[config.mk]
export PLATFORM = sky130hd
export DESIGN_NAME = uart_pwm_cmd_ctrl
export DESIGN_NICKNAME = d
export VERILOG_FILES = /design/src/rtl/uart_pwm_cmd_ctrl.sv
export SDC_FILE = /design/constraint.sdc
export NUM_CORES = 1
export LEC_CHECK = 0
export CELL_PAD_IN_SITES_DETAIL_PLACEMENT = 0
export CELL_PAD_IN_SITES_GLOBAL_PLACEMENT = 1
export CORE_ASPECT_RATIO = 1.5
export CORE_MARGIN = 10
export CORE_UTILIZATION = 46
export CTS_CLUSTER_SIZE = 16
export DETAILED_ROUTE_END_ITERATION = 12
export GPL_TIMING_DRIVEN = 0
export PLACE_DENSITY_LB_ADDON = 0.08
export SLEW_MARGIN = 20
export SYNTH_ARGS = -nofsm -noshare
export SYNTH_HDL_FRONTEND = slang
export SYNTH_SLANG_ARGS = --single-unit
[constraint.sdc]
create_clock -name i_Clock -period 7.9 [get_ports i_Clock]
set_clock_uncertainty 0.05 [all_clocks]
set_input_delay 1.185 -clock i_Clock [delete_from_list [all_inputs] [get_ports i_Clock]]
set_output_delay 1.185 -clock i_Clock [all_outputs]
set_load 0.02 [all_outputs]
[src/rtl/uart_pwm_cmd_ctrl.sv]
// uart_pwm_cmd_ctrl
// Parses 4-byte command frames (HDR, CH, DUTY, CSUM) from the UART receiver,
// stages duty values in per-channel shadow registers and commits them to the
// PWM-facing active registers only at a PWM period boundary.

module uart_pwm_cmd_ctrl #(
   parameter int          NUM_CH       = 4,
   parameter int          TIMEOUT_CLKS = 8680,
   parameter logic [7:0]  HDR_BYTE     = 8'hA5
) (
   input  logic                  i_Clock,
   input  logic                  i_Reset,
   input  logic                  i_RX_DV,
   input  logic [7:0]            i_RX_Byte,
   input  logic                  i_Period_Start,
   output logic [NUM_CH*8-1:0]   o_Duty,
   output logic                  o_Cmd_Ack,
   output logic                  o_Cmd_Err,
   output logic [7:0]            o_Err_Count,
   output logic                  o_Busy
);

   localparam logic [1:0] ST_IDLE     = 2'd0;
   localparam logic [1:0] ST_GET_CH   = 2'd1;
   localparam logic [1:0] ST_GET_DUTY = 2'd2;
   localparam logic [1:0] ST_GET_CSUM = 2'd3;

   localparam int         TW        = $clog2(TIMEOUT_CLKS + 1);
   localparam logic [8:0] NUM_CH_W  = 9'(NUM_CH);

   logic [1:0]        state;
   logic [7:0]        ch_byte;
   logic [7:0]        duty_byte;
   logic [TW-1:0]     tcount;
   logic [7:0]        shadow [NUM_CH];
   logic [NUM_CH-1:0] pending;

   logic frame_done;
   logic frame_ok;
   logic timeout_hit;
   logic err_event;
   logic write_en;

   // Frame completion, validity and timeout decisions for the current cycle
   always_comb begin
      frame_done  = i_RX_DV && (state == ST_GET_CSUM);
      frame_ok    = (i_RX_Byte == (HDR_BYTE ^ ch_byte ^ duty_byte)) &&
                    ({1'b0, ch_byte} < NUM_CH_W);
      timeout_hit = !i_RX_DV && (state != ST_IDLE) &&
                    (tcount == TW'(TIMEOUT_CLKS - 1));
      err_event   = (frame_done && !frame_ok) || timeout_hit;
      write_en    = frame_done && frame_ok;
   end

   // Parser FSM, inter-byte timeout, ack/err pulses and saturating error count
   always_ff @(posedge i_Clock) begin
      if (i_Reset) begin
         state       <= ST_IDLE;
         ch_byte     <= 8'h00;
         duty_byte   <= 8'h00;
         tcount      <= '0;
         o_Cmd_Ack   <= 1'b0;
         o_Cmd_Err   <= 1'b0;
         o_Err_Count <= 8'h00;
      end else begin
         o_Cmd_Ack <= write_en;
         o_Cmd_Err <= err_event;
         if (err_event && (o_Err_Count != 8'hFF)) begin
            o_Err_Count <= o_Err_Count + 8'd1;
         end
         if (i_RX_DV) begin
            tcount <= '0;
            case (state)
               ST_IDLE: begin
                  if (i_RX_Byte == HDR_BYTE) begin
                     state <= ST_GET_CH;
                  end
               end
               ST_GET_CH: begin
                  ch_byte <= i_RX_Byte;
                  state   <= ST_GET_DUTY;
               end
               ST_GET_DUTY: begin
                  duty_byte <= i_RX_Byte;
                  state     <= ST_GET_CSUM;
               end
               default: begin
                  state <= ST_IDLE;
               end
            endcase
         end else if (timeout_hit) begin
            state  <= ST_IDLE;
            tcount <= '0;
         end else if (state != ST_IDLE) begin
            tcount <= tcount + 1'b1;
         end
      end
   end

   // Shadow writes and period-boundary commits; a write landing on the same
   // cycle as a commit keeps its channel pending so it goes out next period
   always_ff @(posedge i_Clock) begin
      if (i_Reset) begin
         o_Duty  <= '0;
         pending <= '0;
         for (int n = 0; n < NUM_CH; n++) begin
            shadow[n] <= 8'h00;
         end
      end else begin
         for (int n = 0; n < NUM_CH; n++) begin
            if (i_Period_Start && pending[n]) begin
               o_Duty[8*n +: 8] <= shadow[n];
               pending[n]       <= 1'b0;
            end
            if (write_en && (ch_byte == 8'(n))) begin
               shadow[n]  <= duty_byte;
               pending[n] <= 1'b1;
            end
         end
      end
   end

   assign o_Busy = (state != ST_IDLE);

endmodule

=== Yosys cells after proc, flatten, opt, wreduce, memory -nomap -nowiden ===
Memories as Yosys holds them, arrays and structs flattened. A register that Yosys moved wholly into a read port is not among the register bits.
Index checks and enable logic that the tools add are counted.

* Register bits: 46
* Memory bits (writable): 32
* Word-level logic and storage cells: 92
* Memories: 1

{| class="wikitable"
|+ Memories
! memory !! words !! bits a word !! rd ports !! clocked after memory_dff !! wr ports !! line !! source
|-
| shadow || 4 || 8 || 4 || 4 || 4 || 35 || <nowiki>logic [7:0] shadow [NUM_CH];</nowiki>
|}

* Add/sub/neg operators: 2
* Magnitude comparators: 1
* Equal/unequal tests: 11
* Multiplexer cells: 30
* Bitwise gates (word level): 6
* Reduce and logical (&&, ||, !) cells: 30

{| class="wikitable"
|+ Operators by type and width
! cell !! number
|-
| 8-bit 2-to-1 mux || 4
|-
| 1-bit 2-to-1 mux || 22
|-
| 8-bit by 2-bit equality test with 1-bit output, second input constant || 2
|-
| 1-bit logical AND || 15
|-
| 14-bit by 1-bit adder with 14-bit output, second input constant || 1
|-
| 14-bit equality test, second input constant || 1
|-
| 2-bit nonzero test || 6
|-
| 8-bit by 1-bit adder with 8-bit output, second input constant || 1
|-
| 8-bit by 1-bit equality test with 1-bit output, second input constant || 1
|-
| 8-bit equality test || 1
|-
| 8-bit equality test, second input constant || 1
|-
| 8-bit logical NOT || 1
|-
| 8-bit by 3-bit less-than comparator with 1-bit output, second input constant || 1
|-
| 8-bit != test, second input constant || 1
|-
| 8-bit XOR || 1
|-
| 2-bit 2-to-1 mux || 3
|-
| 2-bit case mux with 3 select lines || 1
|-
| 2-bit AND reduction || 3
|-
| 2-bit equality test, second input constant || 2
|-
| 4-bit NOT || 1
|-
| 1-bit bitwise OR || 4
|-
| 3-bit != test, second input constant || 1
|-
| 3-bit OR reduction || 1
|-
| 2-bit by 1-bit equality test with 1-bit output, second input constant || 1
|-
| 3 further kinds || 4
|}

=== Logic depth before layout (Yosys ltp) ===
Gate-level depths: netlist of run 1.

* Word-level depth: 10
* Depth in mapped cells: 9

=== Worst setup path after synthesis of run 1 ===
Ideal clock, no wire load.

* Kind: input to register
* From: input i_RX_Byte[4]
* To: memory shadow[0][0], enable pin
* Library setup time: 0.398 ns
* Arrival time: 2.976 ns
* Data required time: 7.452 ns
* Path slack: 4.476 ns
* Stages on the path: 5
* Path through: xnor3_2 -> nand4_1 -> nor3_1 -> nand2_1 -> o41ai_1

{| class="wikitable"
|+ RTL lines
! item !! line !! source
|-
| start: declaration || 14 || <nowiki>input logic [7:0] i_RX_Byte,</nowiki>
|-
| end: declaration || 35 ||
|}

==> results of run 1 <==
## Yosys cell counts (3+ instances only)
cell,instances
o21ai_0,3
inv_1,7
xnor2_1,6
nor2_1,30
dfxtp_1,78
xor3_1,3
and2_1,34
edfxtp_1,32
nor4_1,3
buf_1,7
nand2_1,75
buf_2,4
nor2b_1,8
xor2_1,7
mux2_1,5
and4b_1,3
nand4_1,5
a21oi_1,53
and3_1,5
a21o_1,4
nand3_1,54
a211oi_1,5
ha_1,6
clkbuf_1,16
## sequential cells by signal (all words and copies together), names as in the netlist
register and cells:
tcount 14, o_Cmd_Ack 1, o_Cmd_Err 1, ch_byte 8, shadow 32, state 2, pending 4, duty_byte 8
o_Err_Count 8, o_Duty 32
## power breakdown
group	switching, mW	total [mW]	internal [mW]	leakage, nW
combinational	0.0239	0.0359	0.0120	0.913
clock	0.196	0.411	0.215	0.128
sequential	0.00153	0.586	0.585	0.958
total	0.221	1.03	0.811	2.00
## layout make-up
cell class	count	area [µm²]
fillers	920	4390
flip-flops and latches	110	2522
multi-input cells	336	2028
repair buffers	54	535.5
clock buffers	11	232.7
well taps	117	146.4
plain buffers	27	106.4
clock inverters	5	33.78
inverters	7	26.28
## path summary, 6_finish.rpt
kind	endpoint	depth (start not counted)
max	shadow[3][4]	6
min	o_Duty[19]	2
min reg2reg	o_Duty[19]	2
max reg2reg	shadow[3][4]	5
## cell families after synthesis
family / count (synthesis)
compound gates: 72
xor+xnor: 20
fa+ha+maj: 6
buf+inv: 34
flops: 110
mux: 8
simple gates: 230
## worst min-delay path, stage by stage, from the launching register on
cell	delay, ns
dfxtp_1	0.31
nand2_1	0.05
a21oi_1	0.05
## stage by stage
stage / hold WS, ns / power (mW) / cells
floorplan: 0.3863 / 0.6185 / 480
global placement: 0.3942 / 0.6350 / 650
detailed placement: 0.3953 / 0.6354 / 651
CTS: 0.4051 / 1.048 / 667
global route: 0.4196 / 1.070 / 667
finish: 0.4016 / 1.033 / 667
## per-layer routing
layer / part of all wire / wire length (µm) / vias to the layer above
li1: - / - / 1792
met1: 0.39 / 4103 / 1654
met2: 0.55 / 5776 / 61
met3: 0.039 / 410 / 12
met4: 0.019 / 198 / 0
met5: 0 / 0 / -
==> impl_metrics.yaml, run 1 <==
run_status:
  run_status: "completed"
grt:
  grt_use_met3: 0.03460
  grt.met2_usage: 0.2750
  global_route_wire_length_before_repair_mm: 16.91
  gr-max-usage-layer: "met2"
  grt_max_degree: 18
  first_global_vias: 3411
  antenna_found_initial: 0
  globalRouteOverflowTotal: 0
  grt_util_met1: 0.1531
  groute.usage.overall: 0.1484
timing:
  fin_tns_setup_ns: 0
  hold_viol: 0
  setup_violators_final: 0
  post-route-period-util: 0.4576
  highest_clock_rate_mhz: 276.6
  slew_viol_final: 0
  final.min_clock_period_ns: 3.615
  grt_setup_unrepaired: "no"
  fin_ws_ns: 4.285
  slew-limit-headroom: 0.4436
  tightest_slew_ns: 0.8296
worst_setup_path:
  worstSetupStartpoint: "i_RX_Byte[4]"
  critPathBufInv: 1
  cell_with_the_biggest_individual_delay_on_the_critical_path: "o31ai_2"
  r2r_slack_ns: 5.13
  cp-end-kind: "register"
  cp_data_arrival_time_ns: 3.54
  crit_path_cell_trace: "clkdlybuf4s50_1, xnor3_2, nand4_1, nor3_1, nand2_1, o31ai_2"
  cpLargestDelayFamily: "simple AND/OR/NAND/NOR gates"
  required_ns: 7.82
  critical_path.reg2reg.startpoint: "ch_byte[4]"
  worstSetupPathType: "input pin to register"
  slowest_delay_ns: 0.74
  critical_path_peak_fanout: 8
  crit_path_start_kind: "input pin"
routing:
  drt_initial_violations: 101
  pre_antenna_drt_iters: 4
  route.detailed.vias_per_inst: 5.276
  post_drt_wl_per_cell_um: 15.72
  final_antenna_net_count: 0
  total_detailed_routing_wirelength_mm: 10.49
  detailroute.via_count: 3519
  number_of_drc_violations_after_detailed_routing: 0
logic_synthesis:
  yosysSeqAreaShare: 0.5400
  synth_top_family_by_area: "simple AND/OR/NAND/NOR gates"
  async_reset_ff_frac: 0
  yosysWarningCount: 0
  synth.cell_area_mm2: 0.004671
  synthAdderAreaFrac: 0.01607
  synth.ff_latch_count: 110
  synth_edf_count: 32
  post_synth_mux_area_share: 0.01956
  synth_simple_gate_area_frac: 0.2459
  synth_compound_gate_area_share: 0.09028
  share_of_the_synthesized_area_in_the_top_cell_type: 0.3343
  synthFlopType: "dfxtp_1"
  synth.distinct_cells: 47
  synth_fp_nets: 498
  netlist_top_cells_area: "dfxtp_1 (33%), edfxtp_1 (21%), nand2_1 (6.0%), nand3_1 (5.8%), a21oi_1 (5.7%)"
  yosysTopAreaCell: "dfxtp_1"
  synth_cells: 480
  synth.avg_cell_area_um2: 9.731
  synth-xor-area-share: 0.05974
floorplanning:
  io_pins: 55
  core_area_mm2: 0.01002
  die_area_mm2: 0.01467
  initial_core_util: 0.4660
  die_height_um: 143.4
  fp-row-count: 45
  floorplan.die.width_um: 102.3
cells_and_area:
  antenna_cells_inserted: 0
  final_common_cell: "dfxtp_1"
  final_cell_mix: "dfxtp_1 (78), nand2_1 (75), nand3_1 (54)"
  fin_area_mm2: 0.005632
  fin_nets: 563
  layout-area-overhead-vs-synth_pct: 20.57
  final_layout_size_suffix_gt1_frac: 0.05455
  utilization: 0.5619
clocking:
  number_of_post_cts_setup_repair_buffers: 0
  tritoncts: "built"
  cts_inserted_buffers: 9
  postCtsResizedCells: 0
  ctsRootBufferMaster: "clkbuf_16"
  path_clk_slew_ns: 0.07
  cts_sinks: 110
  holdBufCountCts: 0
  clkLatencyLatePin_ns: 0.34
  ctsHtreeMaxLevel: 3
  clockBufferDepth: 2
pwr:
  max-vdd-ir-drop_v: 0.0001314
  pwr_density_cell_mw_per_mm2: 183.4
  power_leakage_nw: 1.999
placed_design:
  dp_hpwl_mm: 8.047
  preCtsSetupSlack_ns: 3.689
  port_buffers: 53
  placement.cell_area_mm2: 0.005365
  gp_congestion: 0.8428
min_path:
  timing.hold.worst.start: "o_Duty[19]"
  worstHoldPathType: "register to register"
flow_run:
  drv_cap: 0
Power figures use the tool's default switching activity.
==> run 2: changes to the inputs <==
--- a/config.mk
+++ b/config.mk
@@ -9,7 +9,7 @@
 export CELL_PAD_IN_SITES_GLOBAL_PLACEMENT = 1
 export CORE_ASPECT_RATIO = 1.5
 export CORE_MARGIN = 10
-export CORE_UTILIZATION = 46
+export CORE_UTILIZATION = 43
 export CTS_CLUSTER_SIZE = 16
 export DETAILED_ROUTE_END_ITERATION = 12
 export GPL_TIMING_DRIVEN = 0
==> constraint.sdc (replaced) <==
create_clock -name i_Clock -period 3.7 [get_ports i_Clock]
set_clock_uncertainty 0.05 [all_clocks]
set_input_delay 0.555 -clock i_Clock [delete_from_list [all_inputs] [get_ports i_Clock]]
set_output_delay 0.555 -clock i_Clock [all_outputs]
set_load 0.02 [all_outputs]
==> impl_metrics.yaml, run 2 (synthesized netlist as in run 1, its figures left out) <==
worst_setup_path:
  cp-end-kind: "register"
  required_ns: 3.61
  crit_path_start_kind: "input pin"
  worstSetupPathType: "input pin to register"
  cp_data_arrival_time_ns: 3.01
  critical_path_peak_fanout: 8
routing:
  total_detailed_routing_wirelength_mm: 10.49
  number_of_drc_violations_after_detailed_routing: 0
  drt_initial_violations: 129
  final_antenna_net_count: 0
  post_drt_wl_per_cell_um: 15.12
  pre_antenna_drt_iters: 4
  route.detailed.vias_per_inst: 4.991
  detailroute.via_count: 3464
grt:
  first_global_vias: 3546
  grt.met2_usage: 0.2475
  global_route_wire_length_before_repair_mm: 17.69
  grt_max_degree: 19
  gr-max-usage-layer: "met2"
  groute.usage.overall: 0.1400
  antenna_found_initial: 0
  globalRouteOverflowTotal: 0
  grt_use_met3: 0.03525
  grt_util_met1: 0.1581
clocking:
  number_of_post_cts_setup_repair_buffers: 0
  tritoncts: "built"
  path_clk_slew_ns: 0.07
  ctsHtreeMaxLevel: 3
  postCtsResizedCells: 0
  holdBufCountCts: 0
  clkLatencyLatePin_ns: 0.34
  ctsRootBufferMaster: "clkbuf_16"
  cts_sinks: 110
  cts_inserted_buffers: 9
  clockBufferDepth: 2
cells_and_area:
  largestRegisters: "o_Duty x32, shadow x32, tcount x14"
  antenna_cells_inserted: 0
  final_cell_mix: "dfxtp_1 (78), nand2_1 (75), nand3_1 (54)"
  final_common_cell: "dfxtp_1"
  layout-area-overhead-vs-synth_pct: 21.46
  final_layout_size_suffix_gt1_frac: 0.06000
  fin_nets: 563
timing:
  post-route-period-util: 0.8368
  slew_viol_final: 0
  slew-limit-headroom: 0.3416
  fin_ws_ns: 0.6038
  hold_viol: 0
  tightest_slew_ns: 0.9772
  worst_hold_slack_ns: 0.4033
  highest_clock_rate_mhz: 323.0
  setup_violators_final: 0
  fin_tns_setup_ns: 0
  grt_setup_unrepaired: "no"
  final.min_clock_period_ns: 3.096
pwr:
  switching_share: 0.2203
  power_leakage_nw: 2.012
  seq_power_share: 0.563
  pwr_density_cell_mw_per_mm2: 392.1
  power_frac_clock: 0.402
  max-vdd-ir-drop_v: 0.0002099
  switching_power_mw: 0.4899
  p_int_mw: 1.734
  power.combinational.fraction: 0.035
floorplanning:
  initial_core_util: 0.4410
  floorplan.die.width_um: 105.1
  fp-row-count: 46
  io_pins: 55
  core_area_mm2: 0.01059
  die_height_um: 147.6
  die_area_mm2: 0.01552
flow_run:
  drv_cap: 0
min_path:
  worstHoldPathType: "register to register"
placed_design:
  gp_congestion: 0.8105
  preCtsSetupSlack_ns: 0.1764
  port_buffers: 53
  dp_hpwl_mm: 7.962
run_status:
  run_status: "completed"
[run 2: critical path, cell delays in order]
cell	delay, ns
clkdlybuf4s50_1	0.61
xnor3_2	0.26
nand4_1	0.21
nor3_1	0.36
nand2_1	0.20
o21ai_0	0.81
[run 2: path summary, 6_finish.rpt]
path | startpoint | end | slack [ns] | cells past startpoint
max | i_RX_Byte[4] | shadow[1][5] | 0.60 | 6
min | o_Duty[31] | o_Duty[31] | 0.40 | 2
max reg2reg | ch_byte[4] | shadow[1][5] | 0.89 | 5
min reg2reg | o_Duty[31] | o_Duty[31] | 0.40 | 2
[run 2: metal layers]
metal | routed length [µm] | vias to the layer above
met5 | 0 | -
met4 | 179 | 0
met3 | 485 | 13
met2 | 5443 | 64
met1 | 4385 | 1596
li1 | - | 1791
[run 2: area by class of cell]
class / instances / area [µm²]
fill: 1018 / 4917
sequential: 110 / 2522
multi-input combinational: 336 / 2028
timing repair buffer: 54 / 535.5
clock buffer: 9 / 225.2
tap: 144 / 180.2
buffer: 27 / 106.4
clock inverter: 7 / 48.80
inverter: 7 / 26.28
[run 2: metrics by stage]
stage,utilization,power [mW],instance area (µm²),cells
3_5_place_dp,0.5098,1.359,5399,678
4_1_cts,0.5357,2.259,5673,694
5_1_grt,0.5357,2.320,5673,694
2_1_floorplan,-,1.321,4671,480
3_3_place_gp,0.5082,1.357,5381,677
6_report,0.5357,2.224,5673,694
[run 2: power groups by stage]
stage | Combinational, mW | Sequential, mW | Clock, mW
finish | 0.0776 | 1.25 | 0.895
floorplan | 0.0423 | 1.28 | 0
detailed placement | 0.0791 | 1.28 | 0
global placement | 0.0771 | 1.28 | 0
global route | 0.0853 | 1.25 | 0.982
CTS | 0.0792 | 1.25 | 0.928
